<file path="config.mk">
export PLATFORM = sky130hd
export DESIGN_NAME = clk_step_ctrl
export DESIGN_NICKNAME = d
export VERILOG_FILES = /design/src/rtl/clk_step_ctrl.sv
export SDC_FILE = /design/constraint.sdc
export NUM_CORES = 1
export LEC_CHECK = 0
export ABC_AREA = 1
export CAP_MARGIN = 10
export CORE_UTILIZATION = 60
export CTS_BUF_LIST = sky130_fd_sc_hd__clkbuf_8 sky130_fd_sc_hd__clkbuf_16
export DETAILED_ROUTE_END_ITERATION = 10
export PLACE_DENSITY = 0.89
export REMOVE_ABC_BUFFERS = 1
export SLEW_MARGIN = 20
export SYNTH_ARGS = -nofsm -noshare
export SYNTH_HDL_FRONTEND = slang
export SYNTH_SLANG_ARGS = --single-unit
export TNS_END_PERCENT = 10
</file>
<file path="constraint.sdc">
create_clock -name clockin -period 5.32 [get_ports clockin]
set_clock_uncertainty 0.15 [all_clocks]
set_input_delay 0.798 -clock clockin [delete_from_list [all_inputs] [get_ports clockin]]
set_output_delay 0.798 -clock clockin [all_outputs]
set_load 0.01 [all_outputs]
</file>
<file path="src/rtl/clk_step_ctrl.sv">
// Clock-enable sequencer for a stepped MCU: HALT / free RUN at a prescaled rate / single STEP
// triggered by a debounced pushbutton. en_count tallies every cycle clk_en was asserted.
module clk_step_ctrl #(
  parameter int CNT_W     = 26,
  parameter int DB_CYCLES = 50000
) (
  input  logic        clockin,
  input  logic        reset_n,
  input  logic        run_req,
  input  logic        halt_req,
  input  logic        step_btn,
  input  logic [4:0]  div_sel,
  input  logic        fclk_only,
  output logic        clk_en,
  output logic        halted,
  output logic [15:0] en_count,
  output logic [1:0]  dbg_state
);

  localparam int DB_W = (DB_CYCLES < 2) ? 1 : $clog2(DB_CYCLES);
  localparam logic [DB_W-1:0] DB_LAST = DB_W'(DB_CYCLES - 1);

  typedef enum logic [1:0] {
    ST_HALT = 2'd0,
    ST_RUN  = 2'd1,
    ST_STEP = 2'd2
  } state_t;

  state_t            state_q, state_d;
  logic [CNT_W-1:0]  cnt_q, cnt_d;
  logic              tap_q, tap_d;
  logic [4:0]        div_sel_q, div_sel_d;
  logic              sync1_q, sync1_d;
  logic              sync2_q, sync2_d;
  logic              db_level_q, db_level_d;
  logic [DB_W-1:0]   db_cnt_q, db_cnt_d;
  logic              clk_en_q, clk_en_d;
  logic              halted_q, halted_d;
  logic [15:0]       en_count_q, en_count_d;

  int   eff_tap;
  logic tap;
  logic div_change;
  logic tick;
  logic db_flip;
  logic step_ev;

  // Prescaler and tap edge detection; a div_sel change reloads the history and masks the tick.
  always_comb begin
    cnt_d   = cnt_q + CNT_W'(1);
    eff_tap = (int'(div_sel) > CNT_W - 1) ? CNT_W - 1 : int'(div_sel);
    tap     = 1'b0;
    for (int i = 0; i < CNT_W; i++) begin
      if (i == eff_tap) tap = cnt_q[i];
    end
    div_change = (div_sel != div_sel_q);
    tap_d      = tap;
    div_sel_d  = div_sel;
    tick       = tap & ~tap_q & ~div_change;
  end

  // Button path: two-flop synchronizer, then a level that only moves after DB_CYCLES stable samples.
  always_comb begin
    sync1_d    = step_btn;
    sync2_d    = sync1_q;
    db_flip    = (sync2_q != db_level_q) && (db_cnt_q == DB_LAST);
    db_level_d = db_flip ? sync2_q : db_level_q;
    if ((sync2_q == db_level_q) || db_flip) begin
      db_cnt_d = '0;
    end else begin
      db_cnt_d = db_cnt_q + DB_W'(1);
    end
    step_ev = db_flip & sync2_q;
  end

  // Next state plus registered outputs derived from the state being entered.
  always_comb begin
    state_d = state_q;
    case (state_q)
      ST_HALT: begin
        if (run_req && !halt_req) begin
          state_d = ST_RUN;
        end else if (step_ev && !run_req) begin
          state_d = ST_STEP;
        end
      end
      ST_RUN: begin
        if (halt_req) state_d = ST_HALT;
      end
      ST_STEP: state_d = ST_HALT;
      default: state_d = ST_HALT;
    endcase

    clk_en_d = 1'b0;
    case (state_d)
      ST_RUN:  clk_en_d = fclk_only | tick;
      ST_STEP: clk_en_d = 1'b1;
      default: clk_en_d = 1'b0;
    endcase
    halted_d   = (state_d == ST_HALT);
    en_count_d = en_count_q + {15'd0, clk_en_d};
  end

  always_ff @(posedge clockin or negedge reset_n) begin
    if (!reset_n) begin
      state_q    <= ST_HALT;
      cnt_q      <= '0;
      tap_q      <= 1'b0;
      div_sel_q  <= '0;
      sync1_q    <= 1'b0;
      sync2_q    <= 1'b0;
      db_level_q <= 1'b0;
      db_cnt_q   <= '0;
      clk_en_q   <= 1'b0;
      halted_q   <= 1'b1;
      en_count_q <= '0;
    end else begin
      state_q    <= state_d;
      cnt_q      <= cnt_d;
      tap_q      <= tap_d;
      div_sel_q  <= div_sel_d;
      sync1_q    <= sync1_d;
      sync2_q    <= sync2_d;
      db_level_q <= db_level_d;
      db_cnt_q   <= db_cnt_d;
      clk_en_q   <= clk_en_d;
      halted_q   <= halted_d;
      en_count_q <= en_count_d;
    end
  end

  assign clk_en    = clk_en_q;
  assign halted    = halted_q;
  assign en_count  = en_count_q;
  assign dbg_state = state_q;

endmodule

</file>
---- After elaboration in Yosys (flattened, before gate mapping) ----
Index checks and enable logic that the tools add are counted.
storage, ports and cells
  output and inout port bits .............. 20
  input bits .............................. 11
  logic and storage cells ................. 95
  flip-flop bits (word level) ............. 71
cells by class
  magnitude comparators ................... 1
  reductions and logical operators ........ 9
  add/sub/neg operators ................... 3
  muxes and demuxes ....................... 33
  bitwise operators ....................... 6
  eq/ne operators ......................... 32
operators with widths
  cell                                                   number
  == test 5 bit (first input constant)                   10
  == test 4 x 5 -> 1 bit (first input constant)          8
  logical NOT 32 bit                                     1
  adder 26 x 1 -> 26 bit (second input constant)         1
  2-to-1 mux 1 bit                                       26
  == test 3 x 5 -> 1 bit (first input constant)          4
  adder 16 x 1 -> 16 bit                                 1
  adder 16 x 1 -> 16 bit (second input constant)         1
  == test 16 bit (second input constant)                 1
  2-to-1 mux 16 bit                                      1
  == test 2 x 5 -> 1 bit (first input constant)          2
  2-to-1 mux 2 bit                                       3
  == test 1 x 5 -> 1 bit (first input constant)          1
  greater-than comparator 5 bit (second input constant)  1
  2-to-1 mux 5 bit                                       1
  != test 5 bit                                          1
  == test 2 x 1 -> 1 bit (second input constant)         2
  logical NOT 2 bit                                      2
  case mux 2 bit (2 select lines)                        1
  AND 1 bit                                              3
  logical AND 1 bit                                      3
  == test 2 bit (second input constant)                  1
  logical NOT 1 bit                                      2
  inverter 1 bit                                         2
  other kinds (5)                                        5

---- Longest topological paths before layout ----
  depth after elaboration ................. 34
  depth in mapped cells ................... 34
  depth with buffers taken out ............ 33

---- Worst setup path after synthesis ----
No wires, ideal clock.
  path kind ............................... input to register
  start point ............................. input div_sel[3]
  end point ............................... register en_count_q[15], in the netlist en_count[15]
  path buffers ............................ 1
  stages on the path ...................... 33
  required time ........................... 5046 ps
  data arrival time ....................... 3812 ps
  path slack .............................. 1233 ps
  library setup time ...................... 124 ps
  cells stage by stage .................... clkbuf_2 -> nand2_2 -> inv_1 -> nand2_1 -> nand2_1 -> inv_1 -> nand2_1 -> nor3_1 -> a21oi_1 -> nand2_1 -> nand2_1 -> nand4_1 -> nand2_1 -> nand4_1 -> nand2_1 -> nand4_1 -> nand2_1 -> nand2_1 -> nand2_1 -> nand2_1 -> nand3_1 -> nand2_1 -> nand2_1 -> a21oi_1 -> ha_1 -> nand3_1 -> nor3_1 -> nand3_1 -> nor2_1 -> nand4_1 -> nor3_1 -> nand3_1 -> xnor2_1
on the way
  cells in the longest elaborated chain, start to end .. 34
  elaborated cells on any way between the ends .. 61
  those cells by class .................... add/sub: 1; order compare: 1; eq/ne: 26; mux: 28; bitwise: 4; reduce/logical: 1
RTL lines
  item                               RTL line  text
  start, declared                    12        input logic [4:0] div_sel,
  greater-than comparator 5 bit      51        eff_tap = (int'(div_sel) > CNT_W - 1) ? CNT_W - 1 : int'(div_sel);
  2-to-1 mux 5 bit                   51
  logical NOT 32 bit                 54        if (i == eff_tap) tap = cnt_q[i];
  2-to-1 mux 1 bit (26 in a row)     54
  AND 1 bit                          59        tick = tap & ~tap_q & ~div_change;
  AND 1 bit *                        59
  bitwise OR 1 bit *                 96        ST_RUN: clk_en_d = fclk_only | tick;
  case mux 1 bit (2 select lines) *  95        case (state_d)
  net clk_en_d                       37        logic clk_en_q, clk_en_d;
  adder 16 x 1 -> 16 bit *           101       en_count_d = en_count_q + {15'd0, clk_en_d};
  net en_count_d[15]                 39        logic [15:0] en_count_q, en_count_d;
  end signal, assigned               128       en_count_q <= en_count_d;
  end, declared                      39
The timed path passes the listed nets; every way through them passes the cells marked *.
A chain may end at the register's enable or synchronous reset.

---- Worst setup path in the final report ----
Same ends and word-level chain as after synthesis.

==> run metrics <==
outcome=complete, no violations; max-cap violations=0; Worst Path Class, Setup=in -> reg; worst endpoint required time=5.40 ns; total power=1.069 mW; min cycle time layout=4.695 ns; number of synthesized flops with an enable pin=0; worst skew pair latency=0.35 ns; mean post-synth cell area=8.783 um^2; H-Tree Depth=3; Final Cycle Share=88.26%; Peak VDD IR=0.0002174 V; root buffer cell=clkbuf_8; Final Max Tran Viols=0; Worst R2R Path Depth=20; CTS buffer count=9; area delta synth->final=16.13%; proportion of power drawn by flip-flops and latches=54.5%; Synth Warn #=0; Finish-stage setup viols=0; Die Y-Extent=78.62 um; commonest cells in the synthesized netlist=70 x dfrtp_1, 67 x inv_1, 58 x nand2_1, 47 x nor2_1, 30 x xor2_1; Final #Nets=459; Vias/cell=5.365; Ports=31; GR Overflow Total=0; Clock Tree Buf Depth=2; Rel. slew slack=42.10%; final wirelength=7018 um; initial antenna violation count=0; Yosys cell types=31; clock network power share=34.6%; first-pass GRT wire length=11850 um; Gate power share=10.9%; Die ar.=6180 um^2; total global-route track usage=25.18%; CP Depth=34; dpl hpwl=4992 um; WP buf/inv=2; setup bufs post-CTS=0; Placeable Area=5574 um^2; Synth Instances=401; Psw=0.2757 mW; Row Count=27; CP Max Fanout=8; final hold vios=0; Worst setup SP type=input pin; f_max=0.2130 GHz; RePlAce Congestion=0.8755; number of global-route vias before repair=2766; routed len/inst=13.55 um; hold_buf cts=0; Worst Setup End Kind=register; worst slew pin tran=0.8685 ns; CTS tree=built; Hold/Removal Path Class=reg -> reg; DR iter-0 viols=130; Worst EP arrival=4.78 ns; CTS clk-pin slew, worst paths=0.07 ns; Netlist Area Pre-Place=3522 um^2; Die Width=78.62 um; slowest library cell on the worst path=clkdlybuf4s50_1; dominant synthesized flop cell=dfrtp_1; Via Count=2779; Largest stage delay, worst path=0.66 ns; Post-route DRC=0; Clock Sinks=71; most frequent CP cell=nand2_1; Synth area leaders=dfrtp_1 50%, xor2_1 7.5%, inv_1 7.1%; static leakage=2.019 nW; cell area power density=261.3 nW/um^2; Sw Share=25.80%; top-count cell post-synth=dfrtp_1; Yosys reg bits=71; Fin Setup TNS=0 ns; Yosys top cell area share=49.73%; Initial Utilization=63.19%; Hold Crit Depth=0; DRT antenna net count=0; DRT Pass-1 Iters=5; internal power=0.7929 mW; Synth area leader=dfrtp_1; RSZ-0062 raised after global routing=no; CP top delay family=simple AND/OR/NAND/NOR gates; Ant. Diodes=0; Port Buffers=30; pin count of the biggest net entering global routing=72; post-synthesis async set-or-reset flop share=100.0%; sequential area share after synthesis=50.48%; share of cells above drive strength 1=8.744%
[repair_timing]
action                                 CTS  global route
endpoints found under the hold margin    0             0
setup endpoints to repair                0             4
gates resized for setup                  0             4
[placed cells by master (no fill, tap or decap), types with 3 or more instances in the layout]
cell type        count
dfrtp_1             70
a21oi_1             19
nand3_1             25
nor2_1              47
nor3_2               5
nor2_2               5
inv_1               70
nor4_1               4
o21ai_0             14
clkdlybuf4s50_1     28
nand3_2              5
ha_1                 7
nand2_1             58
nand4_1             12
clkbuf_8            10
a31oi_1              3
xnor2_1              4
xor2_1              30
nor3_1               9
[metal layers]
| metal | up-vias | wire length (um) | track usage, % |
|---|---|---|---|
| met5 | - | 0 | 0 |
| met1 | 1331 | 2962 | 28.66 |
| met4 | 0 | 114 | 9.074 |
| met2 | 71 | 3635 | 44.78 |
| met3 | 14 | 305 | 7.093 |
| li1 | 1363 | - | - |
[sequential cells by signal, summed over array words and instances (netlist names), 2 cells and up]
signal / flops
cnt_q: 26
db_cnt_q: 16
dbg_state: 2
div_sel_q: 5
en_count: 16
[through the flow]
step	area (um^2)	cells	setup slack, ns	util, %	hold WS, ns
finish	4090	518	0.6245	73.38	0.2119
detailed placement	3905	502	0.1021	70.06	0.1933
floorplan	3512	399	1.340	-	0.1812
global route	4090	518	0.08613	73.38	0.2224
global placement	3905	502	0.3178	70.06	0.1932
CTS	4073	518	0.3798	73.06	0.2191
[logic make-up after synthesis]
kind of cell               count (synthesis)  share of synthesized area (%)
AOI/OAI and AO/OA                         43                          6.750
buffers and inverters                     71                          7.637
adders and majority gates                  7                          2.487
xor gates and xnor gates                  34                          8.455
DFF                                       71                          50.48
and+or+nand+nor                          175                          24.19
[final timing paths]
kind | startpoint | endpoint | slack [ns]
min in group asynchronous | reset_n | db_cnt_q[2] | 0.49
setup / recovery | div_sel[3] | en_count[15] | 0.62
hold reg to reg | sync1_q | sync2_q | 0.21
setup reg to reg | db_cnt_q[0] | en_count[15] | 1.53
hold / removal | sync1_q | sync2_q | 0.21
max in group asynchronous | reset_n | cnt_q[3] | 3.95
[area by class of cell]
cell class,instances,area [um^2]
flip-flops and latches,71,1778
multi-input cells,259,1490
fillers,414,1484
repair buffers,31,305.3
inverters,69,259.0
clock buffers,10,137.6
well taps,72,90.09
clock inverters,6,30.03
[power by group through the flow]
stage | Sequential (mW) | Clock (mW) | Combinational, mW
2_1_floorplan | 0.597 | 0 | 0.0408
3_3_place_gp | 0.591 | 0 | 0.112
3_5_place_dp | 0.592 | 0 | 0.116
4_1_cts | 0.583 | 0.380 | 0.117
5_1_grt | 0.585 | 0.401 | 0.130
6_report | 0.583 | 0.369 | 0.117
No activity file was read; power rests on OpenSTA's default activity.
